**src/rtl/clk_sel_ctrl.sv**
```systemverilog
// Glitch-free clock source selector: drops all gate enables for OFF_CYCLES clk cycles
// before enabling the newly requested source. Outputs registered; requests ignored while busy.
module clk_sel_ctrl #(
    parameter int NUM_CLK     = 4,
    parameter int OFF_CYCLES  = 4,
    parameter int DEFAULT_SEL = 0,
    localparam int SEL_W      = (NUM_CLK > 2) ? $clog2(NUM_CLK) : 1
) (
    input  logic               clk,
    input  logic               rst,
    input  logic               req_valid,
    input  logic [SEL_W-1:0]   req_sel,
    output logic               req_ready,
    output logic [NUM_CLK-1:0] clk_en,
    output logic [SEL_W-1:0]   cur_sel,
    output logic               busy,
    output logic               done,
    output logic               err,
    output logic [7:0]         switch_cnt
);

    typedef enum logic {
        IDLE = 1'b0,
        GAP  = 1'b1
    } state_t;

    localparam logic [SEL_W:0]     NUM_CLK_W = (SEL_W + 1)'(NUM_CLK);
    localparam logic [SEL_W-1:0]   DEF_SEL   = SEL_W'(DEFAULT_SEL);
    localparam logic [NUM_CLK-1:0] DEF_EN    = NUM_CLK'(1) << DEFAULT_SEL;
    localparam logic [7:0]         GAP_LOAD  = 8'(OFF_CYCLES - 1);

    state_t             state_q, state_d;
    logic [7:0]         cnt_q, cnt_d;
    logic [SEL_W-1:0]   tgt_q, tgt_d;
    logic [SEL_W-1:0]   sel_q, sel_d;
    logic [NUM_CLK-1:0] en_q, en_d;
    logic               done_q, done_d;
    logic               err_q, err_d;
    logic [7:0]         swc_q, swc_d;

    function automatic logic [NUM_CLK-1:0] onehot(input logic [SEL_W-1:0] idx);
        onehot = NUM_CLK'(1) << idx;
    endfunction

    always_comb begin
        state_d = state_q;
        cnt_d   = cnt_q;
        tgt_d   = tgt_q;
        sel_d   = sel_q;
        en_d    = en_q;
        done_d  = 1'b0;
        err_d   = 1'b0;
        swc_d   = swc_q;
        case (state_q)
            IDLE: begin
                if (req_valid) begin
                    if ({1'b0, req_sel} >= NUM_CLK_W) begin
                        err_d = 1'b1;
                    end else if (req_sel == sel_q) begin
                        done_d = 1'b1;
                    end else begin
                        tgt_d   = req_sel;
                        en_d    = '0;
                        cnt_d   = GAP_LOAD;
                        state_d = GAP;
                    end
                end
            end
            GAP: begin
                if (cnt_q != 8'd0) begin
                    cnt_d = cnt_q - 8'd1;
                end else begin
                    // Gap has elapsed: the new source can be gated on safely.
                    en_d    = onehot(tgt_q);
                    sel_d   = tgt_q;
                    done_d  = 1'b1;
                    state_d = IDLE;
                    if (swc_q != 8'hFF) begin
                        swc_d = swc_q + 8'd1;
                    end
                end
            end
            default: state_d = IDLE;
        endcase
    end

    always_ff @(posedge clk or posedge rst) begin
        if (rst) begin
            state_q <= IDLE;
            cnt_q   <= 8'd0;
            tgt_q   <= DEF_SEL;
            sel_q   <= DEF_SEL;
            en_q    <= DEF_EN;
            done_q  <= 1'b0;
            err_q   <= 1'b0;
            swc_q   <= 8'd0;
        end else begin
            state_q <= state_d;
            cnt_q   <= cnt_d;
            tgt_q   <= tgt_d;
            sel_q   <= sel_d;
            en_q    <= en_d;
            done_q  <= done_d;
            err_q   <= err_d;
            swc_q   <= swc_d;
        end
    end

    assign req_ready  = (state_q == IDLE);
    assign busy       = (state_q == GAP);
    assign clk_en     = en_q;
    assign cur_sel    = sel_q;
    assign done       = done_q;
    assign err        = err_q;
    assign switch_cnt = swc_q;

endmodule

```
**config.mk**
```make
export PLATFORM = sky130hd
export DESIGN_NAME = clk_sel_ctrl
export DESIGN_NICKNAME = d
export VERILOG_FILES = /design/src/rtl/clk_sel_ctrl.sv
export SDC_FILE = /design/constraint.sdc
export NUM_CORES = 1
export LEC_CHECK = 0
export CORE_UTILIZATION = 35
export CTS_CLUSTER_DIAMETER = 150
export DETAILED_ROUTE_END_ITERATION = 7
export SYNTH_ARGS = -nofsm -noshare
export SYNTH_HDL_FRONTEND = slang
export SYNTH_SLANG_ARGS = --single-unit
```
**constraint.sdc**
```tcl
create_clock -name clk -period 3.7 [get_ports clk]
set_input_delay 0.555 -clock clk [delete_from_list [all_inputs] [get_ports clk]]
set_output_delay 0.555 -clock clk [all_outputs]
set_load 0.01 [all_outputs]
```
==> results.txt, run 1 <==
----------------------------------------------------
[Run status]
  Run status ... finished clean

[Clock network]
  Worst-Skew Late Latency ... 330 ps
  # clock sinks ... 26
  Hold_buf cts ... 0
  H-tree levels ... 1
  Clock tree from TritonCTS ... yes
  Post CTS Setup Buffer Count ... 0
  Clock tree root driver cell ... sky130_fd_sc_hd__clkbuf_4
  Max Root-Sink Buffers ... 2
  Resize count post-CTS ... 0
  Inserted Clock Buffers ... 3
  Reg clk slew, reported paths ... 150 ps

[Floorplanning]
  Starting Density ... 0.370
  Area enclosed by the die boundary ... 0.00383 mm²
  Height of the chip ... 61.9 µm
  Horizontal extent of the die ... 61.9 µm
  I/O Pins ... 23
  Core Area ... between 0.003 and 0.004 mm²
  Number of placement rows ... 21

[Routing]
  Number of design-rule violations left by the first detailed-router iteration ... 58
  Wire per inst ... 13.6 µm
  Via count of the routed design ... 959
  Drt via density ... a little over 5
  Drc violations ... 0
  Detailed-router iteration count before antenna repair ... 4
  Wire length after detailed routing ... 2510 µm
  Number of antenna-violating nets in the routed design ... 0

[Finish]
  Layout cells sized above 1 ... 0.0935
  Final design instance area without fill ... about 0.0016 mm²
  Antenna fix cells ... 0
  Fin nets ... between 100 and 150
  Area growth from synthesis to layout ... 25.1%

[Placement]
  Instance area after placement ... 0.00152 mm²
  Number of buffers inserted by port buffering ... 21
  Placed wire-length estimate after detailed placement ... ~1700 µm
  Pre-CTS worst setup slack ... between 1500 and 2000 ps
  Global placer's final weighted congestion ... ~0.74

[Pwr]
  Max VDD drop ... 0.334 mV
  Switching share of power ... 0.370
  Part of the power in the clock network ... 0.169
  Switching power ... 0.000430 W
  Part of the total power dissipated in sequential elements ... 0.425
  Static leakage ... 0.708 nW
  Combinational cell fraction of total power ... 0.405
  Post-layout power ... ~0.0012 W
  Cell internal pwr ... 0.000732 W
  Power per cell area ... approximately 740 mW/mm²

[Synth]
  Number of warnings issued by yosys ... 0
  Syn Inst Count ... 115
  Syn nets ... 122
  Average cell area after synthesis ... 10.9 µm²
  Number of flip-flops and latches in the synthesized netlist ... 26
  Syn Std Cell Area ... 0.00125 mm²
  Post-synthesis sequential area ratio ... 0.519
  Count of unique library cells instantiated by Yosys ... 39

[Critical path]
  Class of the most critical setup path ... reg -> out
  R2r setup slk ... ~1900 ps
  Slowest cell on the critical path ... sky130_fd_sc_hd__clkdlybuf4s50_1
  Crit end category ... primary output
  Reg2Reg Launch Point ... cnt_q[4]
  Required time of the critical path ... 3140 ps
  Endpoint of the lowest-slack register-to-register path ... clk_en[3]
  Crit path cell chain ... inv_1 -> clkdlybuf4s50_1
  Launching element of the worst setup path ... busy
  Max FO, Critical Path ... 8
  Crit path launch type ... flip-flop
  Crit-path max cell delay ... 590 ps
  Worst setup path end ... req_ready
  FF-to-FF path depth ... 4
  Arrival time of data at the critical path endpoint ... 1650 ps

[STA]
  Number of slew-limit violations in the final report ... 0
  Final worst-path setup slack ... 1500 ps
  Final worst clock skew ... 9.18 ps
  Worst hold slack ... around 500 ps
  Hold Fails Final Rpt ... 0
  Slew of the pin with the lowest slew margin ... 986 ps
  Fmax ... 454 MHz
  Setup repair after global routing missed its margin ... false
  Share of the clock period used by the worst path ... 0.595
  Final sum of negative setup slack ... 0 ps
  Relative slew margins ... 0.342
  Setup-failing EPs final ... 0
  Final Critical Period ... 2200 ps

[Hold path]
  HP Class ... reg -> reg

[Global routing]
  Tot GR Track Use ... 0.147
  Antenna violations before repair ... 0
  Overflow left after global routing ... 0
  Largest net degree at the start of global routing ... 27
  Number of global-route vias before repair ... between 800 and 900
  Wire length of the first global-routing pass ... roughly 4000 µm

[Job]
  Max-cap viol count ... 0

----------------------------------------------------
[cells by family after synthesis]
kind of cell / after synthesis / synth area share
adder cells (fa/ha/maj): 2 / 0.0199
AND/OR/NAND/NOR: 43 / 0.202
XOR/XNOR: 12 / 0.0837
flip-flops: 26 / 0.519
other: 1 / 0.00299
multiplexers: 3 / 0.0299
AO/OA/AOI/OAI: 20 / 0.114
buffers and inverters: 8 / 0.0279
[cell usage in the layout (no fill, tap or decap), types with 3 or more instances in the layout]
master	count
sky130_fd_sc_hd__xor2_1	6
sky130_fd_sc_hd__clkdlybuf4s50_1	21
sky130_fd_sc_hd__o21ai_0	4
sky130_fd_sc_hd__nand4_1	3
sky130_fd_sc_hd__xnor2_1	6
sky130_fd_sc_hd__nor2_1	7
sky130_fd_sc_hd__clkbuf_4	3
sky130_fd_sc_hd__nor3_1	6
sky130_fd_sc_hd__a21o_1	3
sky130_fd_sc_hd__a21oi_1	5
sky130_fd_sc_hd__nand2_1	10
sky130_fd_sc_hd__dfrtp_1	25
sky130_fd_sc_hd__inv_1	6
[cell usage after synthesis, drive strengths merged]
library cell / n / share of area
a31oi: 1 / 0.0050
nor2b: 1 / 0.011
nand4: 3 / 0.015
o41ai: 1 / 0.0070
o21ai: 4 / 0.016
xnor2: 6 / 0.042
and2: 1 / 0.0050
or2: 1 / 0.0050
ha: 2 / 0.020
and3: 2 / 0.010
o2111a: 1 / 0.010
dfstp: 1 / 0.021
mux2: 3 / 0.030
dfrtp: 25 / 0.50
xor2: 6 / 0.042
buf: 2 / 0.010
o211ai: 2 / 0.012
nand4bb: 1 / 0.0090
a21o: 3 / 0.018
nand2: 10 / 0.030
nand3: 3 / 0.016
nor3b: 1 / 0.0060
o2111ai: 2 / 0.019
nor2: 7 / 0.021
or4: 2 / 0.012
conb: 1 / 0.0030
nor4: 3 / 0.027
a2bb2oi: 1 / 0.0070
inv: 6 / 0.018
a21oi: 5 / 0.020
nand2b: 1 / 0.0050
nor3: 6 / 0.024
nor4b: 1 / 0.0070
[flip-flops by register name, summed over array words and instances, names as in the netlist]
signal      count
cnt_q           8
switch_cnt      8
clk_en          4
cur_sel         2
tgt_q           2
busy            1
done            1
[worst max-delay path: cells and delay by family (launching register included)]
kind | cells | cell delay [ps]
flops | 1 | 500
buf+inv | 2 | 830
[worst min-delay path by stage]
| stage | startpoint | end | slack (ps) | cells past startpoint |
|---|---|---|---|---|
| after global routing | clk_en[0] | clk_en[0] | 530 | 1 |
| final | clk_en[2] | clk_en[2] | 500 | 1 |
| after global placement | clk_en[1] | clk_en[1] | 460 | 1 |
| after CTS | clk_en[2] | clk_en[2] | 510 | 1 |
| after detailed placement | clk_en[2] | clk_en[2] | 470 | 1 |
| after floorplan | cnt_q[0] | cnt_q[0] | 490 | 1 |
[power groups by stage]
stage | Clock (W) | Combinational [W] | Sequential, W
after CTS | 0.000202 | 0.000473 | 0.000494
final | 0.000197 | 0.000471 | 0.000494
after floorplan | 0 | 0.000279 | 0.000497
after global routing | 0.000217 | 0.000520 | 0.000509
after global placement | 0 | 0.000458 | 0.000496
after detailed placement | 0 | 0.000467 | 0.000498
[metal layers]
metal,GRT usage,part of all wire
met5,0,0
met4,0.0857,0.016
met3,0.0207,0.035
met2,0.238,0.48
met1,0.188,0.47
[cell type report]
class                   count  area, µm²
multi-input cells          81        568
flip-flops and latches     26        652
fillers                   321       1820
well taps                  46       57.6
clock inverters             1       30.0
inverters                   6       22.5
repair buffers             22        218
clock buffers               3       22.5
[through the flow]
stage                util  std cells
floorplan               -        115
global placement    0.448        181
detailed placement  0.448        181
CTS                 0.463        185
global route        0.463        185
finish              0.463        185
No activity file was read; power rests on OpenSTA's default activity.
==> inputs of run 2 (changes only) <==
Clock period 3.7 ns to 2.1 ns, I/O delays scaled along.
==> run 2 against run 1 <==
Register-to-register slack worse by 1600 ps. Sequential power grew 75%. Die area unchanged. Sequential cell count unchanged.
==> results.txt, run 2 (synthesis gave the netlist of run 1 again) <==
----------------------------------------------------
[Critical path]
  Crit path launch type ... flip-flop (unchanged)
  Required time of the critical path ... 1780 ps (was 3140 ps)
  Slowest cell on the critical path ... sky130_fd_sc_hd__clkdlybuf4s50_1 (unchanged)
  Crit path cell chain ... inv_1 -> clkdlybuf4s50_1 (unchanged)
  Max FO, Critical Path ... 8 (unchanged)
  Class of the most critical setup path ... reg -> out (unchanged)
  Crit path max-delay family ... buffers and inverters (unchanged)
  Reg2Reg Launch Point ... cnt_q[4] (unchanged)
  R2r setup slk ... 340 ps (was 1900 ps)
  Arrival time of data at the critical path endpoint ... 1630 ps (was 1650 ps)
  Crit end category ... primary output (unchanged)
  Buf+Inv Stages, Crit Path ... 2 (unchanged)
  Crit-path max cell delay ... 590 ps (about the same)
  FF-to-FF path depth ... 4 (unchanged)
  Endpoint of the lowest-slack register-to-register path ... clk_en[3] (unchanged)

[Global routing]
  Number of global-route vias before repair ... 892 (was 868)
  Overflow left after global routing ... 0 (unchanged)
  Largest net degree at the start of global routing ... 27 (unchanged)
  M1 GR Usage ... 0.174 (was 0.188)
  Routing usage on met2 ... 0.235 (was 0.238)
  Wire length of the first global-routing pass ... 3880 µm (was 3990 µm)
  Met3 Usage GRT ... 0.0207 (unchanged)
  Tot GR Track Use ... 0.140 (was 0.147)
  Antenna violations before repair ... 0 (unchanged)
  Routing layer with the top usage in global route ... met2 (unchanged)

[Clock network]
  Inserted Clock Buffers ... 3 (unchanged)
  H-tree levels ... 1 (unchanged)
  Worst-Skew Late Latency ... 320 ps (was 330 ps)
  Reg clk slew, reported paths ... 140 ps (was 150 ps)
  Hold_buf cts ... 0 (unchanged)
  Post CTS Setup Buffer Count ... 0 (unchanged)
  Max Root-Sink Buffers ... 2 (unchanged)
  # clock sinks ... 26 (unchanged)
  Resize count post-CTS ... 0 (unchanged)
  Clock tree from TritonCTS ... yes (unchanged)
  Clock tree root driver cell ... sky130_fd_sc_hd__clkbuf_4 (unchanged)

[Finish]
  Layout cells sized above 1 ... 0.100 (was 0.0935)
  Sequential cell area ... 652 µm² (unchanged)
  Area of combinational cells with multiple inputs ... 568 µm² (unchanged)
  Layout filler cell count ... 309 (was 321)
  Most frequent cells in the layout ... 25 x sky130_fd_sc_hd__dfrtp_1, 21 x sky130_fd_sc_hd__clkdlybuf4s50_1, 10 x sky130_fd_sc_hd__nand2_1 (unchanged)
  Fin nets ... 148 (was 147)
  Area growth from synthesis to layout ... 25.7% (was 25.1%)
  Most common cell after layout, fill and taps aside ... sky130_fd_sc_hd__dfrtp_1 (unchanged)
  Final Instance Count excl. Fillers ... 186 (was 185)
  Antenna fix cells ... 0 (unchanged)

[Routing]
  Number of antenna-violating nets in the routed design ... 0 (unchanged)
  Drc violations ... 0 (unchanged)
  Detailed-router iteration count before antenna repair ... 4 (unchanged)
  Number of design-rule violations left by the first detailed-router iteration ... 19 (was 58)
  Drt via density ... 5.00 (was 5.18)
  Wire length after detailed routing ... 2260 µm (was 2510 µm)
  Via count of the routed design ... 930 (was 959)
  Wire per inst ... 12.1 µm (was 13.6 µm)

[Pwr]
  Part of the power in the clock network ... 0.170 (was 0.169)
  Switching power ... 0.000727 W (was 0.000430 W)
  Power per cell area ... 1280 mW/mm² (was 740 mW/mm²)
  Cell internal pwr ... 0.00129 W (was 0.000732 W)
  Combinational cell fraction of total power ... 0.401 (was 0.405)
  Max VDD drop ... 0.534 mV (was 0.334 mV)
  Part of the total power dissipated in sequential elements ... 0.429 (was 0.425)
  Switching share of power ... 0.361 (was 0.370)
  Static leakage ... 0.713 nW (was 0.708 nW)

[STA]
  Hold Fails Final Rpt ... 0 (unchanged)
  Setup repair after global routing missed its margin ... false (unchanged)
  Share of the clock period used by the worst path ... 0.927
  Setup-failing EPs final ... 0 (unchanged)
  Final worst clock skew ... 3.14 ps (was 9.18 ps)
  Fmax ... 514 MHz
  Final sum of negative setup slack ... 0 ps (unchanged)
  Final Critical Period ... approximately 1900 ps
  Number of slew-limit violations in the final report ... 0 (unchanged)

[Placement]
  Placed wire-length estimate after detailed placement ... 1660 µm (was 1740 µm)
  Number of buffers inserted by port buffering ... 21 (unchanged)
  Placed cell count ... 182 (was 181)
  Global placer's final weighted congestion ... 0.764 (was 0.742)

[Run status]
  Run status ... finished clean (unchanged)

[Floorplanning]
  Height of the chip ... 61.9 µm (unchanged)
  Number of placement rows ... 21 (unchanged)
  I/O Pins ... 23 (unchanged)
  Area enclosed by the die boundary ... 0.00383 mm² (unchanged)
  Core Area ... 0.00339 mm² (unchanged)
  Starting Density ... 0.370 (unchanged)
  Horizontal extent of the die ... 61.9 µm (unchanged)

[Job]
  Max-cap viol count ... 0 (unchanged)

[Hold path]
  HP Class ... in -> async (was reg -> reg)

----------------------------------------------------
-- run 2: through the flow --
step / hold WS, ps / power, W / utilization / setup WS, ps / instance area, µm²
3_5_place_dp: 469 / 0.00169 / 0.450 / 252 / 1530
6_report: 321 / 0.00202 / 0.465 / 153 / 1580
3_3_place_gp: 470 / 0.00168 / 0.450 / 295 / 1530
5_1_grt: 359 / 0.00216 / 0.465 / 121 / 1580
4_1_cts: 332 / 0.00204 / 0.465 / 148 / 1580
2_1_floorplan: 354 / 0.00137 / - / 501 / 1250
-- run 2: power by group through the flow --
stage / clock network (W) / registers, W / logic (W)
2_1_floorplan: 0 / 0.000876 / 0.000492
6_report: 0.000343 / 0.000865 / 0.000808
4_1_cts: 0.000354 / 0.000867 / 0.000818
3_3_place_gp: 0 / 0.000875 / 0.000807
5_1_grt: 0.000368 / 0.000892 / 0.000903
3_5_place_dp: 0 / 0.000876 / 0.000813
-- run 2: final cells by class --
class / count / area share
Timing Repair Buffer: 23 / 0.143
Multi-Input combinational cell: 81 / 0.360
Sequential cell: 26 / 0.413
Clock buffer: 3 / 0.0143
Inverter: 6 / 0.0143
Clock inverter: 1 / 0.0190
Tap cell: 46 / 0.0365
-- run 2: worst max path at each step --
stage,cells past startpoint,endpoint,slack (ps),from
after global placement,6,clk_en[3],290,req_sel[0]
final,2,req_ready,150,busy
after detailed placement,6,clk_en[3],250,req_sel[0]
after global routing,2,req_ready,120,busy
after floorplan,4,clk_en[3],500,cnt_q[4]
after CTS,2,req_ready,150,busy
-- run 2: tightest hold or removal path: stages --
cell and delay (ps):
sky130_fd_sc_hd__clkdlybuf4s50_1 390, sky130_fd_sc_hd__inv_1 50, sky130_fd_sc_hd__buf_4 300
-- run 2: per-layer routing --
| metal | share of wire | up-vias |
|---|---|---|
| li1 | - | 459 |
| met1 | 0.48 | 447 |
| met2 | 0.46 | 20 |
| met3 | 0.034 | 4 |
| met4 | 0.020 | 0 |
| met5 | 0 | - |
==> inputs of run 3 (changes only) <==
Settings changed: CTS_CLUSTER_DIAMETER 150 to default, PLACE_DENSITY_LB_ADDON from default to 0.3.
==> run 3 against run 2 <==
Clock-buffer cell count rose by 1. Combinational power rose by 2%. Sequential power rose by 0.8%. Sequential cell count did not move. Critical path type unchanged. Largest cell class unchanged.
==> results.txt, run 3 (synthesis gave the netlist of run 1 again) <==
----------------------------------------------------
[Run status]
  Run status ... finished clean (unchanged)

[Routing]
  Detailed-router iteration count before antenna repair ... 4 (unchanged)
  Highest signal layer in the routed design ... met4 (unchanged)
  Wire per inst ... 12.8 µm (was 12.1 µm)
  Drc violations ... 0 (unchanged)
  Wire length after detailed routing ... 2390 µm (was 2260 µm)
  Met2 wirelength from detailed routing ... 1140 µm (was 1050 µm)
  Amount of wire on met3 after detailed routing ... 80 µm (was 76 µm)
  Number of design-rule violations left by the first detailed-router iteration ... 27 (was 19)
  Via count of the routed design ... 954 (was 930)
  Drt via density ... 5.10 (was 5.00)
  Number of antenna-violating nets in the routed design ... 0 (unchanged)
  Length of routed wiring on met1 ... 1130 µm (was 1090 µm)

[Clock network]
  Max Root-Sink Buffers ... 2 (unchanged)
  Post CTS Setup Buffer Count ... 0 (unchanged)
  Clock tree root driver cell ... sky130_fd_sc_hd__clkbuf_4 (unchanged)
  H-tree levels ... 1 (unchanged)
  Clock tree from TritonCTS ... yes (unchanged)
  Worst-Skew Late Latency ... 320 ps (about the same)
  Reg clk slew, reported paths ... 140 ps (about the same)
  # clock sinks ... 26 (unchanged)
  Inserted Clock Buffers ... 3 (unchanged)
  Resize count post-CTS ... 0 (unchanged)
  Hold_buf cts ... 0 (unchanged)

[Critical path]
  Crit path launch type ... flip-flop (unchanged)
  Required time of the critical path ... 1780 ps (about the same)
  Crit path cell chain ... inv_1 -> clkdlybuf4s50_1 (unchanged)
  Endpoint of the lowest-slack register-to-register path ... clk_en[3] (unchanged)
  Crit path max-delay family ... buffers and inverters (unchanged)
  Crit-path max cell delay ... 570 ps (was 590 ps)
  R2r setup slk ... 300 ps (was 340 ps)
  FF-to-FF path depth ... 4 (unchanged)
  Arrival time of data at the critical path endpoint ... 1590 ps (was 1630 ps)
  Class of the most critical setup path ... reg -> out (unchanged)
  Reg2Reg Launch Point ... cnt_q[4] (unchanged)
  Slowest cell on the critical path ... sky130_fd_sc_hd__clkdlybuf4s50_1 (unchanged)
  Buf+Inv Stages, Crit Path ... 2 (unchanged)
  Crit end category ... primary output (unchanged)
  Max FO, Critical Path ... 8 (unchanged)
  Launching element of the worst setup path ... busy (unchanged)

[Global routing]
  Tot GR Track Use ... 0.143 (was 0.140)
  Overflow left after global routing ... 0 (unchanged)
  Largest net degree at the start of global routing ... 27 (unchanged)
  Antenna violations before repair ... 0 (unchanged)
  Wire length of the first global-routing pass ... 3900 µm (was 3880 µm)
  Number of global-route vias before repair ... 889 (was 892)

[STA]
  Final Critical Period ... 1900 ps (was 1950 ps)
  Final worst clock skew ... 3.01 ps (was 3.14 ps)
  Number of slew-limit violations in the final report ... 0 (unchanged)
  Setup-failing EPs final ... 0 (unchanged)
  Final sum of negative setup slack ... 0 ps (unchanged)
  Final worst-path setup slack ... 197 ps (was 153 ps)
  Fmax ... 526 MHz (was 514 MHz)
  Share of the clock period used by the worst path ... 0.906 (was 0.927)
  Hold Fails Final Rpt ... 0 (unchanged)
  Setup repair after global routing missed its margin ... false (unchanged)
  Worst hold slack ... 319 ps (was 321 ps)

[Floorplanning]
  Core Area ... 0.00339 mm² (unchanged)
  Starting Density ... 0.370 (unchanged)
  Area enclosed by the die boundary ... 0.00383 mm² (unchanged)
  Horizontal extent of the die ... 61.9 µm (unchanged)
  I/O Pins ... 23 (unchanged)
  Height of the chip ... 61.9 µm (unchanged)
  Number of placement rows ... 21 (unchanged)

[Placement]
  Placed cell count ... 183 (was 182)
  Number of buffers inserted by port buffering ... 21 (unchanged)
  Global placer's final weighted congestion ... 0.809 (was 0.764)
  Placed wire-length estimate after detailed placement ... 1750 µm (was 1660 µm)
  Pre-CTS worst setup slack ... 250 ps (was 252 ps)

[Pwr]
  Post-layout power ... 0.00195 W (was 0.00202 W)
  Power per cell area ... 1240 mW/mm² (was 1280 mW/mm²)
  Max VDD drop ... 0.561 mV (was 0.534 mV)
  Static leakage ... 0.711 nW (was 0.713 nW)

[Finish]
  Antenna fix cells ... 0 (unchanged)
  Fin nets ... 149 (was 148)
  Layout cells sized above 1 ... 0.106 (was 0.100)
  Most common cell after layout, fill and taps aside ... sky130_fd_sc_hd__dfrtp_1 (unchanged)
  Area growth from synthesis to layout ... 25.0% (was 25.7%)
  Final Instance Count excl. Fillers ... 187 (was 186)
  Most frequent cells in the layout ... 25 x sky130_fd_sc_hd__dfrtp_1, 21 x sky130_fd_sc_hd__clkdlybuf4s50_1, 10 x sky130_fd_sc_hd__nand2_1 (unchanged)

[Hold path]
  HP Class ... in -> async (unchanged)

[Job]
  Max-cap viol count ... 0 (unchanged)

----------------------------------------------------
-- run 3: cell count changes in the layout (fill, tap and decap cells not counted), sizes merged --
cell and delta:
clkbuf +1, buf +1, bufinv -1
-- run 3: worst max-delay path by stage --
stage	end	slack, ps	depth (start not counted)
2_1_floorplan	clk_en[3]	500	4
3_3_place_gp	clk_en[3]	310	6
3_5_place_dp	clk_en[3]	250	6
4_1_cts	req_ready	190	2
5_1_grt	req_ready	90	2
6_report	req_ready	200	2
-- run 3: layout make-up --
cell class	count	area [µm²]
clock buffer	4	36.3
fill	316	1820
inverter	6	22.5
multi-input combinational	81	568
sequential	26	652
tap	46	57.6
timing repair buffer	24	233
-- run 3: worst register-to-register path: cells and delay by family, from the launching register on --
kind	cells	cell delay, ps
DFF	1	480
muxes	1	280
and+or+nand+nor	3	940
-- run 3: metrics by stage --
stage / util / area (µm²)
floorplan: - / 1250
global placement: 0.452 / 1530
detailed placement: 0.452 / 1530
CTS: 0.463 / 1570
global route: 0.463 / 1570
finish: 0.463 / 1570
-- run 3: report_power, final --
group	internal (W)	leakage [nW]	switching, W
Combinational	0.000429	0.356	0.000396
Sequential	0.000672	0.334	0.000201
Clock	0.000106	0.0210	0.000147
-- run 3: per-layer routing --
| layer | global-route usage | up-vias |
|---|---|---|
| met1 | 0.176 | 466 |
| met2 | 0.247 | 22 |
| met5 | 0 | - |
| li1 | - | 464 |
| met3 | 0.0269 | 2 |
| met4 | 0.0571 | 0 |
